--- config.mk ---
export PLATFORM = sky130hd
export DESIGN_NAME = alu_seq16
export DESIGN_NICKNAME = d
export VERILOG_FILES = /design/src/rtl/alu_seq16.sv
export SDC_FILE = /design/constraint.sdc
export NUM_CORES = 1
export LEC_CHECK = 0
export BUFFER_PORTS_ARGS = -buffer_cell sky130_fd_sc_hd__buf_2
export CAP_MARGIN = 40
export CELL_PAD_IN_SITES_DETAIL_PLACEMENT = 2
export CELL_PAD_IN_SITES_GLOBAL_PLACEMENT = 2
export CORE_UTILIZATION = 26
export DETAILED_ROUTE_END_ITERATION = 6
export PLACE_DENSITY_LB_ADDON = 0.1
export SKIP_LAST_GASP = 1
export SLEW_MARGIN = 10
export SYNTH_ARGS = -nofsm -noshare
export SYNTH_HDL_FRONTEND = slang
export SYNTH_SLANG_ARGS = --single-unit
--- constraint.sdc ---
create_clock -name clk -period 1.45 [get_ports clk]
set_input_delay 0.0725 -clock clk [delete_from_list [all_inputs] [get_ports clk]]
set_output_delay 0.0725 -clock clk [all_outputs]
set_load 0.005 [all_outputs]
--- src/rtl/alu_seq16.sv ---
// alu_seq16 -- 16-bit add/sub/and/or sequencer built around an external
// combinational 8-bit ALU. Each command is processed as a low-byte pass and then
// a high-byte pass. The carry or borrow is chained between the two byte slices.
//
// Optional feature: define ALU_SEQ16_OVERLAP_EN to let a new command be accepted
// in the same cycle the previous result is consumed. This gives one command every
// three cycles instead of one every four.

module alu_seq16 (
  input  logic        clk,
  input  logic        rst,
  input  logic        in_valid,
  output logic        in_ready,
  input  logic [1:0]  op,
  input  logic [15:0] opa,
  input  logic [15:0] opb,
  input  logic        cin,
  output logic [7:0]  alu_a,
  output logic [7:0]  alu_b,
  output logic        alu_cin,
  output logic [1:0]  alu_sel,
  input  logic [7:0]  alu_out,
  input  logic        alu_cout,
  output logic        out_valid,
  input  logic        out_ready,
  output logic [15:0] result,
  output logic        cout,
  output logic        zero
);

  typedef enum logic [1:0] {
    IDLE = 2'b00,
    LO   = 2'b01,
    HI   = 2'b10,
    DONE = 2'b11
  } state_t;

  localparam logic [1:0] OP_ADD = 2'b00;
  localparam logic [1:0] OP_SUB = 2'b01;
  localparam logic [1:0] OP_AND = 2'b10;
  localparam logic [1:0] OP_OR  = 2'b11;

  state_t      state;
  logic [1:0]  op_q;
  logic [15:0] opa_q;
  logic [15:0] opb_q;
  logic        cin_q;
  logic        carry_q;
  logic        accept;
  logic        consume;
  logic        arith_in;
  logic        arith_q;

  // Carry/borrow only has meaning for add and sub; logic ops force it to zero
  assign arith_in = (op == OP_ADD) || (op == OP_SUB);
  assign arith_q  = (op_q == OP_ADD) || (op_q == OP_SUB);

  assign accept  = in_valid && in_ready;
  assign consume = out_valid && out_ready;

  // Command acceptance: idle always, and optionally while a result is being consumed
  always_comb begin
    in_ready = (state == IDLE);
`ifdef ALU_SEQ16_OVERLAP_EN
    if (state == DONE) begin
      in_ready = out_ready;
    end
`endif
  end

  // Byte-slice drive to the external ALU, quiet (all zero) outside the two compute states
  always_comb begin
    alu_a   = 8'h00;
    alu_b   = 8'h00;
    alu_sel = 2'b00;
    alu_cin = 1'b0;
    case (state)
      LO: begin
        alu_a   = opa_q[7:0];
        alu_b   = opb_q[7:0];
        alu_sel = op_q;
        alu_cin = arith_q && cin_q;
      end
      HI: begin
        alu_a   = opa_q[15:8];
        alu_b   = opb_q[15:8];
        alu_sel = op_q;
        alu_cin = carry_q;
      end
      default: begin
        alu_a   = 8'h00;
        alu_b   = 8'h00;
        alu_sel = 2'b00;
        alu_cin = 1'b0;
      end
    endcase
  end

  // Sequencer: latch command, run low then high byte, hold result until consumed
  always_ff @(posedge clk) begin
    if (rst) begin
      state     <= IDLE;
      op_q      <= 2'b00;
      opa_q     <= 16'h0000;
      opb_q     <= 16'h0000;
      cin_q     <= 1'b0;
      carry_q   <= 1'b0;
      result    <= 16'h0000;
      cout      <= 1'b0;
      zero      <= 1'b0;
      out_valid <= 1'b0;
    end else begin
      case (state)
        IDLE: begin
          if (accept) begin
            op_q  <= op;
            opa_q <= opa;
            opb_q <= opb;
            cin_q <= arith_in && cin;
            state <= LO;
          end
        end
        LO: begin
          result[7:0] <= alu_out;
          carry_q     <= arith_q && alu_cout;
          state       <= HI;
        end
        HI: begin
          result[15:8] <= alu_out;
          cout         <= arith_q && alu_cout;
          zero         <= (alu_out == 8'h00) && (result[7:0] == 8'h00);
          out_valid    <= 1'b1;
          state        <= DONE;
        end
        DONE: begin
          if (consume) begin
            out_valid <= 1'b0;
            if (accept) begin
              op_q  <= op;
              opa_q <= opa;
              opb_q <= opb;
              cin_q <= arith_in && cin;
              state <= LO;
            end else begin
              state <= IDLE;
            end
          end
        end
        default: begin
          state <= IDLE;
        end
      endcase
    end
  end

endmodule

# ---- Yosys cells after proc, flatten, opt, wreduce, memory -nomap -nowiden
# Cells that the tools add are included.
dict set report word_totals {
  register_bits 57
  latchBits 0
  ramBits 0
  romBits 0
  out_inout_bits 39
  mem_count 0
}
dict set report op_classes {
  add_sub_neg 0
  mul 0
  div 0
  magnitude_cmp 0
  eq_ne 7
  shift 0
  n_mux 22
  bitwise 0
  reduce_logical 19
}
# operator count
set op_table {}
lappend op_table {{$mux 16} 4}
lappend op_table {{$pmux 16 s2} 2}
lappend op_table {{$pmux 8 s2} 2}
lappend op_table {{$logic_not 8->1} 2}
lappend op_table {{$mux 2} 5}
lappend op_table {{$pmux 2 s4} 1}
lappend op_table {{$eq 2x1->1 const B} 3}
lappend op_table {{$logic_and 1x1->1} 6}
lappend op_table {{$logic_not 2->1} 3}
lappend op_table {{$pmux 1 s2} 3}
lappend op_table {{$reduce_and 2->1} 3}
lappend op_table {{$eq 2x2->1 const B} 2}
lappend op_table {{$mux 1} 4}
lappend op_table {{$pmux 2 s2} 1}
lappend op_table {{$reduce_bool 2->1} 2}
lappend op_table {{$logic_or 1x1->1} 2}
lappend op_table {{$ne 2x1->1 const B} 1}
lappend op_table {{$ne 2x2->1 const B} 1}
lappend op_table {{$reduce_or 2->1} 1}

# ---- Logic depth before layout (Yosys ltp)
dict set report depth {
  depth_word 6
  mapped_depth 7
}

# ---- Worst setup path before layout
# OpenSTA, ideal clock, no wires.
dict set report synth_path {
  path_type {flip-flop to flip-flop}
  start {reg state[0]}
  end {reg opa_q[11]}
  setup_time_ps 68
  arrival_ps 1340
  required_time_ps 1382
  slack_ps 42
  path_stages_with_launch 7
  n_path_buf 1
  synth_period_minus_slack_ps 1408
  cell_sequence {dfxtp_1 inv_1 ha_1 nand2_1 clkbuf_1 o21ai_1 a21oi_2}
}
dict set report synth_via {
  elab_chain_len 5
  elab_cells_between_ends 9
  classes_between {2 x eq/ne; 3 x mux; 4 x reduce/logical}
}
# element line_no
set synth_lines {}
lappend synth_lines {{start: declaration} 43} ;# state_t state;
lappend synth_lines {{start signal: assignment} 102} ;# state <= IDLE;
lappend synth_lines {{start signal: assignment} 120} ;# state <= LO;
lappend synth_lines {{start signal: assignment} 126} ;# state <= HI;
lappend synth_lines {{$logic_not 2->1 (*)} 63} ;# in_ready = (state == IDLE);
lappend synth_lines {{net in_ready} 13} ;# output logic in_ready,
lappend synth_lines {{$logic_and 1x1->1} 58} ;# assign accept = in_valid && in_ready;
lappend synth_lines {{$mux 16 (2 in series)} n/a}
lappend synth_lines {{$pmux 16 s2} 113} ;# case (state)
lappend synth_lines {{end signal: assignment} 117} ;# opa_q <= opa;
lappend synth_lines {{end signal: assignment} 140} ;# opa_q <= opa;
lappend synth_lines {{end: declaration} 45} ;# logic [15:0] opa_q;
# Mark *: on every way through the listed nets, which the timed path passes. The rest lies on a longest branch. The select of a mux whose other input is x is not followed.
# A chain may end at the register's enable or synchronous reset.

# ---- Worst setup path in the final report
dict set report layout_path {
  start {reg state[1]}
  end {out alu_a[0]}
}
dict set report layout_via {
  elab_chain_len 2
  elab_cells_between_ends 3
  classes_between {2 x eq/ne; 1 x mux}
}
# element line_no
set layout_lines {}
lappend layout_lines {{$eq 2x2->1 / $eq 2x1->1 (equally long branches)} 77} ;# case (state)
lappend layout_lines {{$pmux 8 s2 (*)} 77}
lappend layout_lines {{end: declaration} 18} ;# output logic [7:0] alu_a,
# Every way passes the cells marked *; elsewhere a longest branch is shown, timed or not.

==> flow_metrics.py <==
metrics = {
    "status": {
        "status": "complete, but fails checks",
        "violations": "negative setup slack",
    },
    "sta": {
        "clock_skew_ps": 6.01,
        "timing.fmax_mhz": 630,
        "final_max_slew_viol_count": 0,
        "rsz0062_at_grt": "yes",
        "finalCriticalPeriod_ps": 1590,
        "setup_violations": 31,
        "fin_ws_ps": -137,
        "period_share": 1.09,
        "final-hold-violation-count": 0,
        "whs_ps": 9.42,
        "tightestPinTransition_ps": 359,
        "slew_headroom": 0.759,
    },
    "clocking": {
        "clk_path_buf_depth": 2,
        "cts_htree_levels": 3,
        "clk_latency_ps": 350,
        "cts_tree": "done",
        "clock-sinks": 57,
        "clkTransAtPathRegs_ps": 60,
        "ctsRootBufferMaster": "clkbuf_8",
        "numCtsBuffers": 9,
    },
    "synthesis": {
        "ys.warnings.count": 0,
        "synth.distinct_cells": 28,
        "syn_area_um2": 2610,
        "synth-seq-cells": 57,
        "synth_fp_nets": 349,
        "synth.yosys.seq_area_share": 0.438,
        "syn_area_per_cell_um2": 8.80,
        "synth_cells": 296,
    },
    "critical_path": {
        "worst_setup_path_start_kind": "flop",
        "r2r_start": "state[1]",
        "arrival_ps": 1510,
        "slowest_stage": "dfxtp_4",
        "r2r_end": "cin_q",
        "critPathCaptureType": "primary output",
        "worstPathCellList": "inv_4, ha_4, buf_6, nor2b_2, buf_2",
        "rr_worst_depth": 7,
        "max_stage_delay_ps": 380,
        "required_ps": 1380,
        "critPathKind": "reg2out",
        "r2r_slack_ps": -70,
        "path_max_fanout": 6,
    },
    "floorplan": {
        "die-area_um2": 10400,
        "die_x_um": 102,
        "ios": 87,
        "coreArea_um2": 9730,
        "placementRows": 36,
        "die_h_um": 102,
        "start_util": 0.268,
    },
    "placed_design": {
        "port_buffers": 86,
        "dp_hpwl_mm": 6.06,
        "dp_worst_setup_slack_ps": 8.43,
        "gp_congestion": 0.683,
        "place_area_um2": 3290,
    },
    "global_routing": {
        "overflow": 0,
        "grt_max_degree": 43,
        "grt_pass1_vias": 2983,
        "grt_pass1_wl_mm": 15.0,
        "grt_usage": 0.190,
        "antenna_found_initial": 0,
    },
    "hold_path": {
        "hold_depth": 3,
        "hold-path-endpoint": "result[15]",
        "hold_path_startpoint": "alu_out[7]",
        "hp-class": "in2reg",
    },
    "detailed_routing": {
        "antenna_left": 0,
        "drc_errors": 0,
        "first_iter_violations": 54,
        "wl_mm": 10.1,
        "num_vias": 2786,
        "routed_via_density": 4.86,
        "firstDrtPassIters": 4,
        "avgRoutedWirePerCell_um": 17.6,
    },
    "cells_and_area": {
        "drive_gt1_frac": 0.457,
        "antennaDiodeCount": 0,
        "syn_to_final_growth_pct": 66.0,
        "nets": 488,
        "final_area_um2": 4330,
    },
    "power_and_ir_drop": {
        "leakage_uw": 0.00172,
        "ir_drop_uv": 611,
        "cellPowerDensity_nw_per_um2": 1750,
    },
    "run": {
        "maxCapViolations": 0,
    },
}
## layout by cell type (no fill, tap or decap), types with 2 or more instances in the layout
cell	synthesis	final
nand3_1	36	36
o21ai_0	7	2
a21oi_2	9	13
a22oi_2	0	15
inv_4	0	2
clkbuf_8	0	11
mux2i_1	18	18
nor2b_2	0	7
ha_4	0	4
buf_2	10	83
clkbuf_1	6	2
nor4_1	5	5
a21oi_1	29	25
clkbuf_16	0	3
dfxtp_4	0	2
nor2b_4	0	2
o21ai_1	30	23
buf_4	3	15
o21ai_2	0	9
nand2_1	4	3
dfxtp_1	57	55
and2_4	0	3
nor2_1	19	19
clkinv_2	0	3
nor2b_1	18	9
buf_6	6	11
o21ai_4	0	3
buf_12	0	10
dlygate4sd3_1	0	33
## final cells by class
class | instances | area (um^2)
fillers | 1088 | 5400
clock inverters | 3 | 15.0
clock buffers | 13 | 159
repair buffers | 156 | 1270
inverters | 3 | 16.3
flip-flops and latches | 57 | 1150
multi-input cells | 208 | 1550
well taps | 133 | 166
## sequential cells by signal, indices dropped and copies added, names as in the netlist, 2 cells and up
| name | flops |
|---|---|
| opa_q | 16 |
| result | 16 |
| opb_q | 16 |
| state | 2 |
| op_q | 2 |
## report_power, final
part,internal [uW],switching (uW)
registers,1940,304
clock network,706,659
logic,2050,1900
## timing repair
item | 4_1_cts | 5_1_grt
pin swaps | 6 | 25
endpoints found under the hold margin | 34 | 0
endpoints found under the setup margin | 19 | 66
gates cloned | 0 | 4
setup buffers | 6 | 7
hold buffers | 33 | 0
gates resized for setup | 32 | 60
## worst max-delay path by stage
stage                end  slack, ps  startpoint
2_1_floorplan  opa_q[11]         40    state[0]
3_3_place_gp    state[0]         40    state[0]
3_5_place_dp    alu_a[1]          8    state[1]
4_1_cts         alu_b[7]       -140    state[1]
5_1_grt         alu_a[0]       -210    state[1]
6_report        alu_a[0]       -140    state[1]
## synthesized netlist by cell type
cell type	count	share of area
a21bo_1	1	0.0038
a21boi_4	1	0.0072
a21oi_1	29	0.056
a21oi_2	9	0.030
a22oi_1	16	0.046
and2_1	4	0.0096
and2b_1	1	0.0029
buf_1	3	0.0043
buf_2	10	0.019
buf_4	3	0.0086
buf_6	6	0.026
clkbuf_1	6	0.0086
dfxtp_1	57	0.44
ha_1	5	0.024
inv_1	3	0.0043
mux2i_1	18	0.069
nand2_1	4	0.0058
nand2b_1	1	0.0024
nand3_1	36	0.069
nand3b_1	1	0.0029
nand4b_1	1	0.0034
nor2_1	19	0.027
nor2b_1	18	0.043
nor3_1	1	0.0019
nor4_1	5	0.012
o21ai_0	7	0.013
o21ai_1	30	0.058
o32ai_1	1	0.0034
## per-stage QoR
stage | total power (uW) | util | setup TNS, ps | cells
global route | 8030 | 0.445 | -4690 | 573
finish | 7560 | 0.445 | -2140 | 573
floorplan | 3800 | - | 0 | 296
detailed placement | 5010 | 0.338 | 0 | 508
global placement | 4950 | 0.338 | 0 | 508
CTS | 6920 | 0.408 | -3910 | 563
## cell families after synthesis
kind of cell / count (synthesis) / synth area share
AO/OA/AOI/OAI: 94 / 0.217
AND/OR/NAND/NOR: 91 / 0.181
flip-flops: 57 / 0.438
buffers and inverters: 31 / 0.0710
multiplexers: 18 / 0.0691
adder cells (fa/ha/maj): 5 / 0.0240
## critical path, delay by kind of cell (launching register included)
family        cells  cell delay, ps
flops             1             380
buf+inv           3             320
fa+ha+maj         1             320
simple gates      1             150
## routing by layer
layer / track usage / wire length [um]
met1: 0.216 / 4110
met2: 0.345 / 5410
met3: 0.0506 / 447
met4: 0.0593 / 143
met5: 0 / 0
(Power assumes the default switching activity.)
